## src/rtl/regfile_wb_arbiter.sv

```systemverilog
// rtl/regfile_wb_arbiter.sv - register-file write-port arbiter with B-side busy scoreboard
//
// Purpose:
//   Two writeback sources share one register-file write port. Source A is the
//   single-cycle pipeline writeback and source B is the long-latency unit
//   writeback. The winning write is registered onto o_rd_*. A per-register
//   busy scoreboard tracks outstanding B operations so decode can stall on
//   RAW hazards.
//
// Configuration:
//   WBARB_AGING_EN  defined   : B is forced to win after MAX_WAIT refused cycles.
//   WBARB_AGING_EN  undefined : strict A priority; B may starve.
//
// Ports:
//   i_clk, i_rst                   clock, asynchronous active-low reset
//   i_a_valid/i_a_rd/i_a_data      source A write request
//   o_a_ready                      source A accepted this cycle
//   i_b_valid/i_b_rd/i_b_data      source B write request
//   o_b_ready                      source B accepted this cycle
//   i_issue_valid/i_issue_rd       B-unit operation issued to rd
//   i_rs1_addr/i_rs2_addr          decode source registers
//   o_rs1_busy/o_rs2_busy          scoreboard lookups (combinational)
//   o_busy_vec                     full scoreboard, bit 0 always 0
//   o_rd_addr/o_rd_data/o_rd_wren  registered regfile write port

module regfile_wb_arbiter #(
  parameter int MAX_WAIT = 4
) (
  input  logic        i_clk,
  input  logic        i_rst,
  input  logic        i_a_valid,
  input  logic [4:0]  i_a_rd,
  input  logic [31:0] i_a_data,
  output logic        o_a_ready,
  input  logic        i_b_valid,
  input  logic [4:0]  i_b_rd,
  input  logic [31:0] i_b_data,
  output logic        o_b_ready,
  input  logic        i_issue_valid,
  input  logic [4:0]  i_issue_rd,
  input  logic [4:0]  i_rs1_addr,
  input  logic [4:0]  i_rs2_addr,
  output logic        o_rs1_busy,
  output logic        o_rs2_busy,
  output logic [31:0] o_busy_vec,
  output logic [4:0]  o_rd_addr,
  output logic [31:0] o_rd_data,
  output logic        o_rd_wren
);

  logic        b_force;
  logic        a_hs;
  logic        b_hs;
  logic        src_b;
  logic [31:0] busy;
  logic [31:0] busy_next;

`ifdef WBARB_AGING_EN
  localparam logic [3:0] MAX_WAIT_C = 4'(MAX_WAIT);

  logic [3:0] wait_cnt;

  // Counts consecutive cycles B has been valid but refused.
  always_ff @(posedge i_clk or negedge i_rst) begin
    if (!i_rst) begin
      wait_cnt <= 4'd0;
    end else if (!i_b_valid || b_hs) begin
      wait_cnt <= 4'd0;
    end else if (wait_cnt != 4'hF) begin
      wait_cnt <= wait_cnt + 4'd1;
    end
  end

  assign b_force = (wait_cnt >= MAX_WAIT_C);
`else
  logic unused_max_wait;
  assign unused_max_wait = (MAX_WAIT > 0);
  assign b_force         = 1'b0;
`endif

  // A wins ties unless B has aged out; the two readies are never both
  // effective in the same cycle.
  assign o_b_ready = i_b_valid & (~i_a_valid | b_force);
  assign o_a_ready = ~(i_b_valid & b_force);

  assign b_hs = i_b_valid & o_b_ready;
  assign a_hs = i_a_valid & o_a_ready & ~b_hs;

  // Output register; address/data hold when idle, x0 writes never enable.
  always_ff @(posedge i_clk or negedge i_rst) begin
    if (!i_rst) begin
      o_rd_addr <= 5'd0;
      o_rd_data <= 32'd0;
      o_rd_wren <= 1'b0;
      src_b     <= 1'b0;
    end else begin
      o_rd_wren <= 1'b0;
      if (b_hs) begin
        o_rd_addr <= i_b_rd;
        o_rd_data <= i_b_data;
        o_rd_wren <= (i_b_rd != 5'd0);
        src_b     <= 1'b1;
      end else if (a_hs) begin
        o_rd_addr <= i_a_rd;
        o_rd_data <= i_a_data;
        o_rd_wren <= (i_a_rd != 5'd0);
        src_b     <= 1'b0;
      end
    end
  end

  // The clear happens on the edge where the regfile captures the B write;
  // an issue to the same rd on that edge is applied last so it wins.
  always_comb begin
    busy_next = busy;
    if (o_rd_wren && src_b) begin
      busy_next[o_rd_addr] = 1'b0;
    end
    if (i_issue_valid && (i_issue_rd != 5'd0)) begin
      busy_next[i_issue_rd] = 1'b1;
    end
  end

  always_ff @(posedge i_clk or negedge i_rst) begin
    if (!i_rst) begin
      busy <= 32'd0;
    end else begin
      busy <= busy_next;
    end
  end

  assign o_busy_vec = {busy[31:1], 1'b0};
  assign o_rs1_busy = o_busy_vec[i_rs1_addr];
  assign o_rs2_busy = o_busy_vec[i_rs2_addr];

endmodule

```

## config.mk

```make
export PLATFORM = sky130hd
export DESIGN_NAME = regfile_wb_arbiter
export DESIGN_NICKNAME = d
export VERILOG_FILES = /design/src/rtl/regfile_wb_arbiter.sv
export SDC_FILE = /design/constraint.sdc
export NUM_CORES = 1
export LEC_CHECK = 0
export BUFFER_PORTS_ARGS = -buffer_cell sky130_fd_sc_hd__buf_2
export CORE_ASPECT_RATIO = 0.75
export CORE_MARGIN = 2
export CORE_UTILIZATION = 45
export DETAILED_ROUTE_END_ITERATION = 8
export PLACE_DENSITY = 0.77
export SKIP_LAST_GASP = 1
export SLEW_MARGIN = 20
export SYNTH_ARGS = -nofsm -noshare
export SYNTH_HDL_FRONTEND = slang
export SYNTH_SLANG_ARGS = --single-unit
```

## constraint.sdc

```tcl
create_clock -name i_clk -period 3.1 [get_ports i_clk]
set_input_delay 0 -clock i_clk [delete_from_list [all_inputs] [get_ports i_clk]]
set_output_delay 0 -clock i_clk [all_outputs]
set_load 0.02 [all_outputs]
```

==> reports/qor.yml, run 1 <==
outcome: "finished, final reports clean"
yosys.area.top_type: "sky130_fd_sc_hd__dfrtp_1"
yosysMostFrequentCell: "sky130_fd_sc_hd__o21ai_0"
largest_family_of_logic_cells_by_synthesized_area: "multiplexers"
worst-slew-pin-transition_ps: 866
post_synth_xor_area_fraction_pct: 0
min-delay-path-class: "input pin to flip-flop"
cts.sink_count: 70
finalHoldWorstSlack_ps: 46.4
timing_worst_setup_path_type: "flip-flop to flip-flop"
yosys-top-cells-area: "sky130_fd_sc_hd__dfrtp_1 48%, sky130_fd_sc_hd__mux2i_1 15%, sky130_fd_sc_hd__o21ai_0 14%"
synth_compound_area_share_pct: 17.0
pwr_density_cell_nw_per_um2: 522
netlist_instances: 373
syn_area_per_cell_um2: 9.84
period_minus_slack_ps: 2000
final_antenna_net_count: 0
cts_root_buf: "sky130_fd_sc_hd__clkbuf_8"
worst_slew_margin_rel_pct: 42.3
finalWorstSetupSlack_ps: 1100
tns_ps: 0
critPathMaxFanout: 7
finalCritPeriodShare_pct: 64.4
placed_cells_incl_taps: 620
wirelength_mm: 13.0
data_arrival_at_the_endpoint_of_the_critical_path_ps: 2230
ys_dominant_reg_cell: "sky130_fd_sc_hd__dfrtp_1"
start_util_pct: 46.5
remaining_drc_errors: 0
preCtsSetupSlack_ps: 1640
async_flop_share_pct: 100
worst_setup_path_start_kind: "flip-flop"
std_cell_rows: 28
synth.yosys.seq_area_share_pct: 47.7
cts-buffers-inserted: 9
number_of_distinct_standard_cells_referenced_by_the_synthesized_netlist: 30
fmaxAchievable_ghz: 0.501
tritoncts_clock_tree: "done"
fp.dieArea_um2: 8900
rsz0062_at_grt: "false"
grt_start_max_net_pins: 79
syn-cell-area_um2: 3670
synthTopCellsByCount: "100 x sky130_fd_sc_hd__o21ai_0, 70 x sky130_fd_sc_hd__dfrtp_1, 55 x sky130_fd_sc_hd__mux2i_1"
grt_pass1_vias: 4047
synth.ff_latch_count: 70
die_w_um: 108
clk_latency_ps: 350
routed_vias: 3999
post_drt_via_cell_ratio: 5.60
firstDrtPassIters: 8
clk_pin_slew_worst_paths_ps: 80
cts_repair_resize_count: 0
clock_skew_ps: 5.62
overflow: 0
global_route.usage.total_pct: 30.6
wl_per_cell_um: 18.2
yosys-mux-area-fraction_pct: 18.7
cts.htree.levels: 3
detail_route.iter0.violations: 331
stdcell_count: 714
grt_antenna_before_repair: 0
core_region_area_um2: 7880
seq_area_um2: 1750
number_of_flops_mapped_to_enable_cells_by_yosys: 0
synth_nets: 467
area_used_by_multi_input_combinational_logic_um2: 1790
gp_routability_congestion: 0.930
setup_violations: 0
setup.worst_path.end_class: "flip-flop"
antennaDiodeCount: 0
io_pins: 168
power_leakage_uw: 0.00254
final_nets: 698
yosys.area_share.adder_pct: 0
slew_viol_final: 0
drive_above_1_share_pct: 31.5
clock_path_buffers: 2
critPathRequiredTime_ps: 3330
synthesis.yosys.warnings: 0
area_delta_synth_final_pct: 50.5
synth_simple_gate_area_share_pct: 13.0
max_cap_viol_count: 0
ir_worst_vdd_mv: 0.291
global_route_wire_length_before_repair_mm: 20.5
synth_top_area_share_pct: 47.7
place.port_buffers: 165
hold_viol: 0
die_height_um: 82.2
dp.final_hpwl_mm: 8.16
number_of_inserted_filler_cells_in_the_final_layout: 569
[layout make-up]
type | instances | share of cell area, %
flip-flops and latches | 70 | 31.7
clock buffers | 11 | 2.74
multi-input cells | 275 | 32.4
repair buffers | 245 | 29.5
well taps | 105 | 2.38
inverters | 3 | 0.204
clock inverters | 5 | 1.04
[sequential cells by signal (all words and copies together), names as in the netlist]
| signal | cells |
|---|---|
| src_b | 1 |
| o_rd_addr | 5 |
| o_rd_wren | 1 |
| busy | 31 |
| o_rd_data | 32 |
[through the flow]
stage                     total power, µW  util, %  instance area (µm²)
after CTS                            2860     69.9                 5510
after detailed placement             1990     57.4                 4530
after global placement               1960     57.4                 4530
after floorplan                      1650        -                 3670
final                                2880     70.0                 5520
after global routing                 3030     70.0                 5520
[what timing repair did]
action / 4_1_cts / 5_1_grt
endpoints found under the hold margin: 76 / 1
buffers inserted: 0 / 0
hold buffers: 77 / 1
[placed cells by master, fill, tap and decap left out]
| cell type | count |
|---|---|
| sky130_fd_sc_hd__o21ai_1 | 1 |
| sky130_fd_sc_hd__nand3_1 | 11 |
| sky130_fd_sc_hd__dfrtp_1 | 70 |
| sky130_fd_sc_hd__or3b_2 | 2 |
| sky130_fd_sc_hd__a21oi_1 | 6 |
| sky130_fd_sc_hd__o211ai_1 | 2 |
| sky130_fd_sc_hd__mux2i_1 | 55 |
| sky130_fd_sc_hd__or4_1 | 2 |
| sky130_fd_sc_hd__or3_1 | 3 |
| sky130_fd_sc_hd__o21ai_0 | 100 |
| sky130_fd_sc_hd__nand2_1 | 43 |
| sky130_fd_sc_hd__nand2b_1 | 4 |
| sky130_fd_sc_hd__a22oi_1 | 4 |
| sky130_fd_sc_hd__nand3b_1 | 8 |
| sky130_fd_sc_hd__clkbuf_8 | 11 |
| sky130_fd_sc_hd__nor2b_1 | 5 |
| sky130_fd_sc_hd__buf_4 | 4 |
| sky130_fd_sc_hd__o2111ai_1 | 2 |
| sky130_fd_sc_hd__conb_1 | 2 |
| sky130_fd_sc_hd__mux4_2 | 6 |
| sky130_fd_sc_hd__clkinv_2 | 1 |
| sky130_fd_sc_hd__buf_2 | 163 |
| sky130_fd_sc_hd__a211oi_1 | 2 |
| sky130_fd_sc_hd__clkinvlp_4 | 3 |
| sky130_fd_sc_hd__nand4b_1 | 2 |
| sky130_fd_sc_hd__nand4_1 | 3 |
| sky130_fd_sc_hd__dlygate4sd3_1 | 78 |
| sky130_fd_sc_hd__inv_1 | 3 |
| sky130_fd_sc_hd__or4b_4 | 1 |
| sky130_fd_sc_hd__nor2_1 | 9 |
| sky130_fd_sc_hd__o41ai_1 | 1 |
| sky130_fd_sc_hd__bufinv_16 | 1 |
| sky130_fd_sc_hd__or3b_1 | 1 |
[worst paths after layout]
| kind | from | endpoint | slack [ps] | cells after the start |
|---|---|---|---|---|
| min in group asynchronous | i_rst | o_rd_data[3] | 310 | 2 |
| worst min-delay path | i_issue_rd[3] | busy[8] | 50 | 3 |
| max in group asynchronous | i_rst | o_rd_data[26] | 2010 | 3 |
| worst max-delay path | o_rd_addr[1] | busy[4] | 1100 | 4 |
| worst min register to register | busy[17] | busy[17] | 560 | 2 |
| worst max register to register | o_rd_addr[1] | busy[4] | 1100 | 4 |
[report_power, final]
| group | switching, µW | internal [µW] |
|---|---|---|
| Sequential | 157 | 1050 |
| Clock | 355 | 414 |
| Combinational | 504 | 397 |
| Total | 1010 | 1860 |
[layer usage]
metal	routed length, µm	track usage [%]	vias to the layer above
met1	4970	36.2	1921
met3	1150	8.87	31
li1	-	-	1814
met4	296	13.2	0
met2	6570	52.7	233
met5	0	0	-
[worst max-delay path, stage by stage, from the launching register on]
cell and delay, ps:
sky130_fd_sc_hd__dfrtp_1 450, sky130_fd_sc_hd__or3_1 480, sky130_fd_sc_hd__o21ai_0 280, sky130_fd_sc_hd__o41ai_1 110, sky130_fd_sc_hd__dlygate4sd3_1 560
[kinds of logic (layout without fill, tap and decap cells)]
family,Yosys count,count (layout)
DFF,70,70
other,2,2
AOI/OAI and AO/OA,118,118
and+or+nand+nor,94,94
buffers and inverters,28,264
muxes,61,61
No activity file was read; power rests on OpenSTA's default activity.
==> run 2, diff against run 1 <==
Settings changed: ABC_AREA set to 1, CORE_UTILIZATION 45 to 43.
Clock period 3.1 ns to 1.71 ns, I/O delays scaled along.
==> run 2 against run 1 <==
- register-to-register slack got worse by 790 ps
- utilization decreased by 2.3 points
- highest routed layer unchanged
- area after synthesis increased by 1.8%
- via count increased by 16%
- largest cell class is now registers
- cell area increased by 3.8%
==> reports/qor.yml, run 2 <==
critPathMaxFanout: 2
cts.htree.levels: 3
number_of_inserted_filler_cells_in_the_final_layout: 723
number_of_distinct_standard_cells_referenced_by_the_synthesized_netlist: 19
cts_repair_resize_count: 0
final_antenna_net_count: 0
die_w_um: 112
synth.yosys.seq_area_share_pct: 46.9
yosys-top-cells-area: "sky130_fd_sc_hd__dfrtp_1 47%, sky130_fd_sc_hd__nand2_1 20%, sky130_fd_sc_hd__nand3_1 13%"
rr_startpoint: "o_rd_addr[3]"
yosysMostFrequentCell: "sky130_fd_sc_hd__nand2_1"
data_arrival_at_the_endpoint_of_the_critical_path_ps: 1770
routed_vias: 4629
timing.critical_path.cells: "dlygate4sd3_1 > buf_2 > nor2_1 > nand2_1 > o21ai_0 > o211ai_1 > dlygate4sd3_1"
outcome: "finished, final reports clean"
clk_pin_slew_worst_paths_ps: 60
synth_compound_area_share_pct: 10.3
cts.sink_count: 70
synthesis.yosys.warnings: 0
global_route.usage.total_pct: 30.4
power_leakage_uw: 0.00288
io_pins: 168
grt_start_max_net_pins: 56
async_flop_share_pct: 100
pwr_density_cell_nw_per_um2: 1050
wirelength_mm: 14.0
clock_skew_ps: 8.87
number_of_flops_mapped_to_enable_cells_by_yosys: 0
tritoncts_clock_tree: "done"
worst_hold_path.endpoint: "busy[12]"
yosys-mux-area-fraction_pct: 0
synthTopCellsByCount: "197 x sky130_fd_sc_hd__nand2_1, 98 x sky130_fd_sc_hd__nand3_1, 70 x sky130_fd_sc_hd__dfrtp_1"
grt_pass1_vias: 4641
largestRegisters: "o_rd_data (32), busy (31), o_rd_addr (5)"
largest_family_of_logic_cells_by_synthesized_area: "simple AND/OR/NAND/NOR gates"
min_from: "i_issue_rd[4]"
gp_routability_congestion: 0.942
synth.ff_latch_count: 70
ys_dominant_reg_cell: "sky130_fd_sc_hd__dfrtp_1"
most_common_library_cell_in_the_layout_ignoring_fill_and_taps: "sky130_fd_sc_hd__nand2_1"
max_flop_register: "o_rd_data"
global_route_wire_length_before_repair_mm: 22.7
synth_nets: 603
fin_total_pwr_uw: 6020
cts-buffers-inserted: 9
post_drt_via_cell_ratio: 5.37
clk_latency_ps: 330
post_synth_xor_area_fraction_pct: 0
place.port_buffers: 165
max_ffs_per_register: 32
timing_worst_setup_path_type: "input pin to flip-flop"
remaining_drc_errors: 0
worst_setup_path_start_kind: "input pin"
start_util_pct: 44.2
max_cap_viol_count: 0
critical_path.max_stage_delay_ps: 590
syn_area_per_cell_um2: 7.34
cts_root_buf: "sky130_fd_sc_hd__clkbuf_16"
tns_ps: 0
firstDrtPassIters: 6
grt_antenna_before_repair: 0
setup.worst_path.end_class: "flip-flop"
final_nets: 843
synth_simple_gate_area_share_pct: 34.8
core_region_area_um2: 8450
timing.hold.worst_path_depth: 4
overflow: 0
regToRegEndpoint: "o_rd_addr[3]"
netlist_instances: 509
fmaxAchievable_ghz: 0.637
area_delta_synth_final_pct: 53.3
finalCritPeriodShare_pct: 91.8
setup_violations: 0
critPathRequiredTime_ps: 1920
syn-cell-area_um2: 3740
ir_worst_vdd_mv: 0.784
yosys.area.top_type: "sky130_fd_sc_hd__dfrtp_1"
timing.critical_path.mode_cell: "sky130_fd_sc_hd__dlygate4sd3_1"
min-delay-path-class: "input pin to flip-flop"
synth_top_area_share_pct: 46.9
most-common-layout-cells: "197 x sky130_fd_sc_hd__nand2_1, 165 x sky130_fd_sc_hd__buf_2, 98 x sky130_fd_sc_hd__nand3_1, 81 x sky130_fd_sc_hd__dlygate4sd3_1, 70 x sky130_fd_sc_hd__dfrtp_1"
std_cell_rows: 29
r2r_setup_slack_ps: 310
clock_path_buffers: 2
ff2ff_path_depth: 3
dp.final_hpwl_mm: 9.64
antennaDiodeCount: 0
drive_above_1_share_pct: 25.5
period_minus_slack_ps: 1570
fp.dieArea_um2: 9460
yosys.area_share.adder_pct: 0
slowest_stage: "sky130_fd_sc_hd__dlygate4sd3_1"
hold_viol: 0
slew_viol_final: 0
detail_route.iter0.violations: 414
die_height_um: 84.7
rsz0062_at_grt: "false"
wl_per_cell_um: 16.3
## run 2: cell types whose count changed after synthesis, moves of 7 or more
cell / change
sky130_fd_sc_hd__nand3b_1: -8
sky130_fd_sc_hd__inv_1: +30
sky130_fd_sc_hd__clkbuf_1: -8
sky130_fd_sc_hd__nand2_1: +154
sky130_fd_sc_hd__o21ai_0: -38
sky130_fd_sc_hd__mux2i_1: -55
sky130_fd_sc_hd__nand3_1: +87
sky130_fd_sc_hd__nor3_1: +7
## run 2: through the flow
stage / utilization, % / hold WS, ps / cell area, µm² / cells / setup slack, ps
after floorplan: - / -296 / 3740 / 509 / 608
after global placement: 54.4 / -65.1 / 4600 / 765 / 508
after detailed placement: 54.4 / -63.6 / 4600 / 765 / 418
after CTS: 67.8 / 1.88 / 5730 / 862 / 193
after global routing: 67.8 / 33.4 / 5730 / 862 / 54.7
final: 67.8 / 13.0 / 5730 / 862 / 141
## run 2: what timing repair did
item	4_1_cts	5_1_grt
setup endpoints to repair	0	0
buffers inserted	0	0
hold endpoints to repair	114	0
hold buffers	81	0
## run 2: worst max-delay path: cells and delay by family
kind,cells,cell delay (ps)
buf+inv,3,1240
compound gates,2,340
simple gates,2,200
## run 2: final cells by class
class	instances	area [µm²]	area share, %
Clock inverter	7	96.3	1.68
Clock buffer	9	225	3.93
Tap cell	108	135	2.36
Timing Repair Buffer	250	1680	29.3
Sequential cell	70	1750	30.6
Inverter	36	145	2.53
Multi-Input combinational cell	382	1700	29.6
## run 2: metal layers
layer  GRT usage [%]  vias to the layer above  wire length [µm]
met5               0                        -                 0
met4            11.9                        0               470
met3            8.81                       49              1120
met2            50.1                      215              6730
met1            37.9                     2211              5710
li1                -                     2154                 -
## run 2: worst max path at each step
stage	to	slack (ps)	cells after the start	start
after floorplan	busy[1]	610	5	o_rd_wren
after global placement	busy[8]	510	4	o_rd_addr[4]
after detailed placement	busy[9]	420	5	src_b
after CTS	o_rs2_busy	190	9	busy[5]
after global routing	o_rs2_busy	50	9	busy[5]
final	o_rd_wren	140	7	i_b_rd[3]
## run 2: logic make-up (layout without fill, tap and decap cells)
group           count (synthesis)  in the layout
simple gates                  310            310
buf+inv                        57            302
other cells                     2              2
flops                          70             70
compound gates                 70             70
## run 2: where the power goes
group / switching [µW] / total (µW) / leakage, µW / internal [µW]
Sequential: 363 / 2300 / 0.000781 / 1930
Combinational: 1050 / 1730 / 0.00194 / 681
Clock: 712 / 1990 / 0.000160 / 1280
==> run 3, diff against run 2 <==
Settings changed: CTS_CLUSTER_SIZE set to 28, HOLD_SLACK_MARGIN set to 0.06, REMOVE_ABC_BUFFERS set to 1.
==> run 3 against run 2 <==
- critical path depth is the same
- count of clock-buffer cells in the layout is the same
- register-to-register slack gained 20 ps
- non-clock buffer count grew 9
- wire length shrank 2.6%
- utilization grew 1.8 points
- total power grew 5.1%
- critical path type unchanged
- largest power group is now the clock network
- highest routed layer unchanged
==> reports/qor.yml, run 3 (synthesis gave the netlist of run 2 again) <==
cp_num_cells: 7
overflow: 0
rr_startpoint: "o_rd_addr[3]"
internal-power_uw: 4210
wl_per_cell_um: 15.7
critPathMaxFanout: 39
critical_path.max_stage_delay_ps: 550
clk_latency_ps: 330
fp.dieArea_um2: 9460
grt_busiest_layer: "met2"
clock_path_buffers: 2
wirelength_mm: 13.7
std_cell_rows: 29
antennaDiodeCount: 0
placed_cells_incl_taps: 767
preCtsSetupSlack_ps: 405
most_common_library_cell_in_the_layout_ignoring_fill_and_taps: "sky130_fd_sc_hd__nand2_1"
critPathRequiredTime_ps: 1980
outcome: "finished, final reports clean"
regToRegEndpoint: "o_rd_addr[3]"
die_w_um: 112
worst_path_buf_inv: 4
comb_power_share_pct: 27.6
ir_worst_vdd_mv: 0.614
final_nets: 852
drive_above_1_share_pct: 25.4
slew_viol_final: 0
place.port_buffers: 165
sw_frac_of_total_pct: 33.5
rsz0062_at_grt: "false"
grt_pass1_vias: 4782
setup_violations: 0
global_route.usage.met2_pct: 49.3
power_frac_seq_pct: 35.9
tns_ps: 0
largestRegisters: "o_rd_data (32), busy (31), o_rd_addr (5)"
io_pins: 168
cts.sink_count: 70
worst_setup_path_endpoint: "o_rd_data[6]"
timing_worst_setup_path_type: "input pin to flip-flop"
worst_slew_margin_rel_pct: 54.7
finalWorstSetupSlack_ps: 38.9
switchingPower_uw: 2120
start_util_pct: 44.2
routed_vias: 4668
detail_route.iter0.violations: 321
cts-buffers-inserted: 9
ff2ff_path_depth: 3
global_route.usage.total_pct: 29.9
area_delta_synth_final_pct: 57.4
clock_skew_ps: 8.11
max_flop_register: "o_rd_data"
most-common-layout-cells: "197 x sky130_fd_sc_hd__nand2_1, 165 x sky130_fd_sc_hd__buf_2, 98 x sky130_fd_sc_hd__nand3_1, 88 x sky130_fd_sc_hd__dlygate4sd3_1, 70 x sky130_fd_sc_hd__dfrtp_1"
data_arrival_at_the_endpoint_of_the_critical_path_ps: 1940
max_ffs_per_register: 32
timing.critical_path.mode_cell: "sky130_fd_sc_hd__dlygate4sd3_1"
post_cts_buffers: 0
stdcell_count: 871
power_leakage_uw: 0.00294
grt_start_max_net_pins: 40
global_route_wire_length_before_repair_mm: 22.7
setup.worst_path.end_class: "flip-flop"
worst-slew-pin-transition_ps: 679
pwr_density_cell_nw_per_um2: 1080
period_minus_slack_ps: 1670
finalCritPeriodShare_pct: 97.7
gp_routability_congestion: 0.974
timing.critical_path.cells: "dlygate4sd3_1 > buf_2 > nor2_2 > buf_12 > nand2_1 > nand3_1 > dlygate4sd3_1"
slowest_stage: "sky130_fd_sc_hd__dlygate4sd3_1"
cp_top_family: "buffers and inverters"
max_cap_viol_count: 0
die_height_um: 84.7
cts.htree.levels: 3
use_met1_pct: 38.3
r2r_setup_slack_ps: 330
core_region_area_um2: 8450
post-route-util_pct: 69.5
post_drt_via_cell_ratio: 5.36
tritoncts_clock_tree: "done"
clock_power_share_pct: 36.5
firstDrtPassIters: 5
final_antenna_net_count: 0
fin_total_pwr_uw: 6330
remaining_drc_errors: 0
cts_root_buf: "sky130_fd_sc_hd__clkbuf_16"
fmaxAchievable_ghz: 0.598
clk_pin_slew_worst_paths_ps: 60
groute.layer.met3.usage_pct: 7.15
dp.final_hpwl_mm: 9.25
hold_viol: 0
grt_antenna_before_repair: 0
worst_setup_path_start_kind: "input pin"
critical_path.startpoint: "i_a_valid"
min-delay-path-class: "input pin to flip-flop"
[run 3: what timing repair did]
item | 4_1_cts | 5_1_grt
gates resized for setup | 0 | 4
hold endpoints to repair | 77 | 0
hold buffers | 88 | 0
setup endpoints to repair | 0 | 37
[run 3: through the flow]
| step | hold slack [ps] | instance area [µm²] |
|---|---|---|
| after floorplan | -296 | 3590 |
| after global placement | 57.0 | 4610 |
| after detailed placement | 61.8 | 4610 |
| after CTS | 61.1 | 5860 |
| after global routing | 103 | 5880 |
| final | 73.9 | 5880 |
[run 3: routing by layer]
layer | vias up | part of all wire (%)
met5 | - | 0
met4 | 0 | 3.1
met3 | 45 | 7.5
met2 | 247 | 48
met1 | 2204 | 41
li1 | 2172 | -
[run 3: power by group through the flow]
stage	combinational, µW	sequential, µW	clock (µW)
6_report	1750	2270	2310
5_1_grt	1920	2300	2410
4_1_cts	1720	2250	2340
3_5_place_dp	1510	2280	0
3_3_place_gp	1470	2270	0
2_1_floorplan	527	2510	0
[run 3: final cells by class]
class | count | area (µm²)
Tap cell | 108 | 135
Clock inverter | 7 | 145
Timing Repair Buffer | 259 | 1780
Inverter | 36 | 145
Clock buffer | 9 | 225
Fill cell | 691 | 2570
Sequential cell | 70 | 1750
Multi-Input combinational cell | 382 | 1700
[run 3: how the worst min path moves through the flow]
| stage | start | to | slack (ps) | cells past startpoint |
|---|---|---|---|---|
| floorplan | i_rst | busy[10] | -300 | 0 |
| global placement | i_rst | o_rd_data[5] | 60 | 1 |
| detailed placement | i_rst | o_rd_data[5] | 60 | 1 |
| CTS | i_issue_rd[0] | busy[8] | 60 | 3 |
| global route | i_issue_rd[0] | busy[20] | 100 | 3 |
| finish | i_issue_rd[0] | busy[8] | 70 | 3 |
[run 3: worst min-delay path: cells and delay by family]
kind / cells / cell delay (ps)
compound gates: 2 / 240
buf+inv: 1 / 130
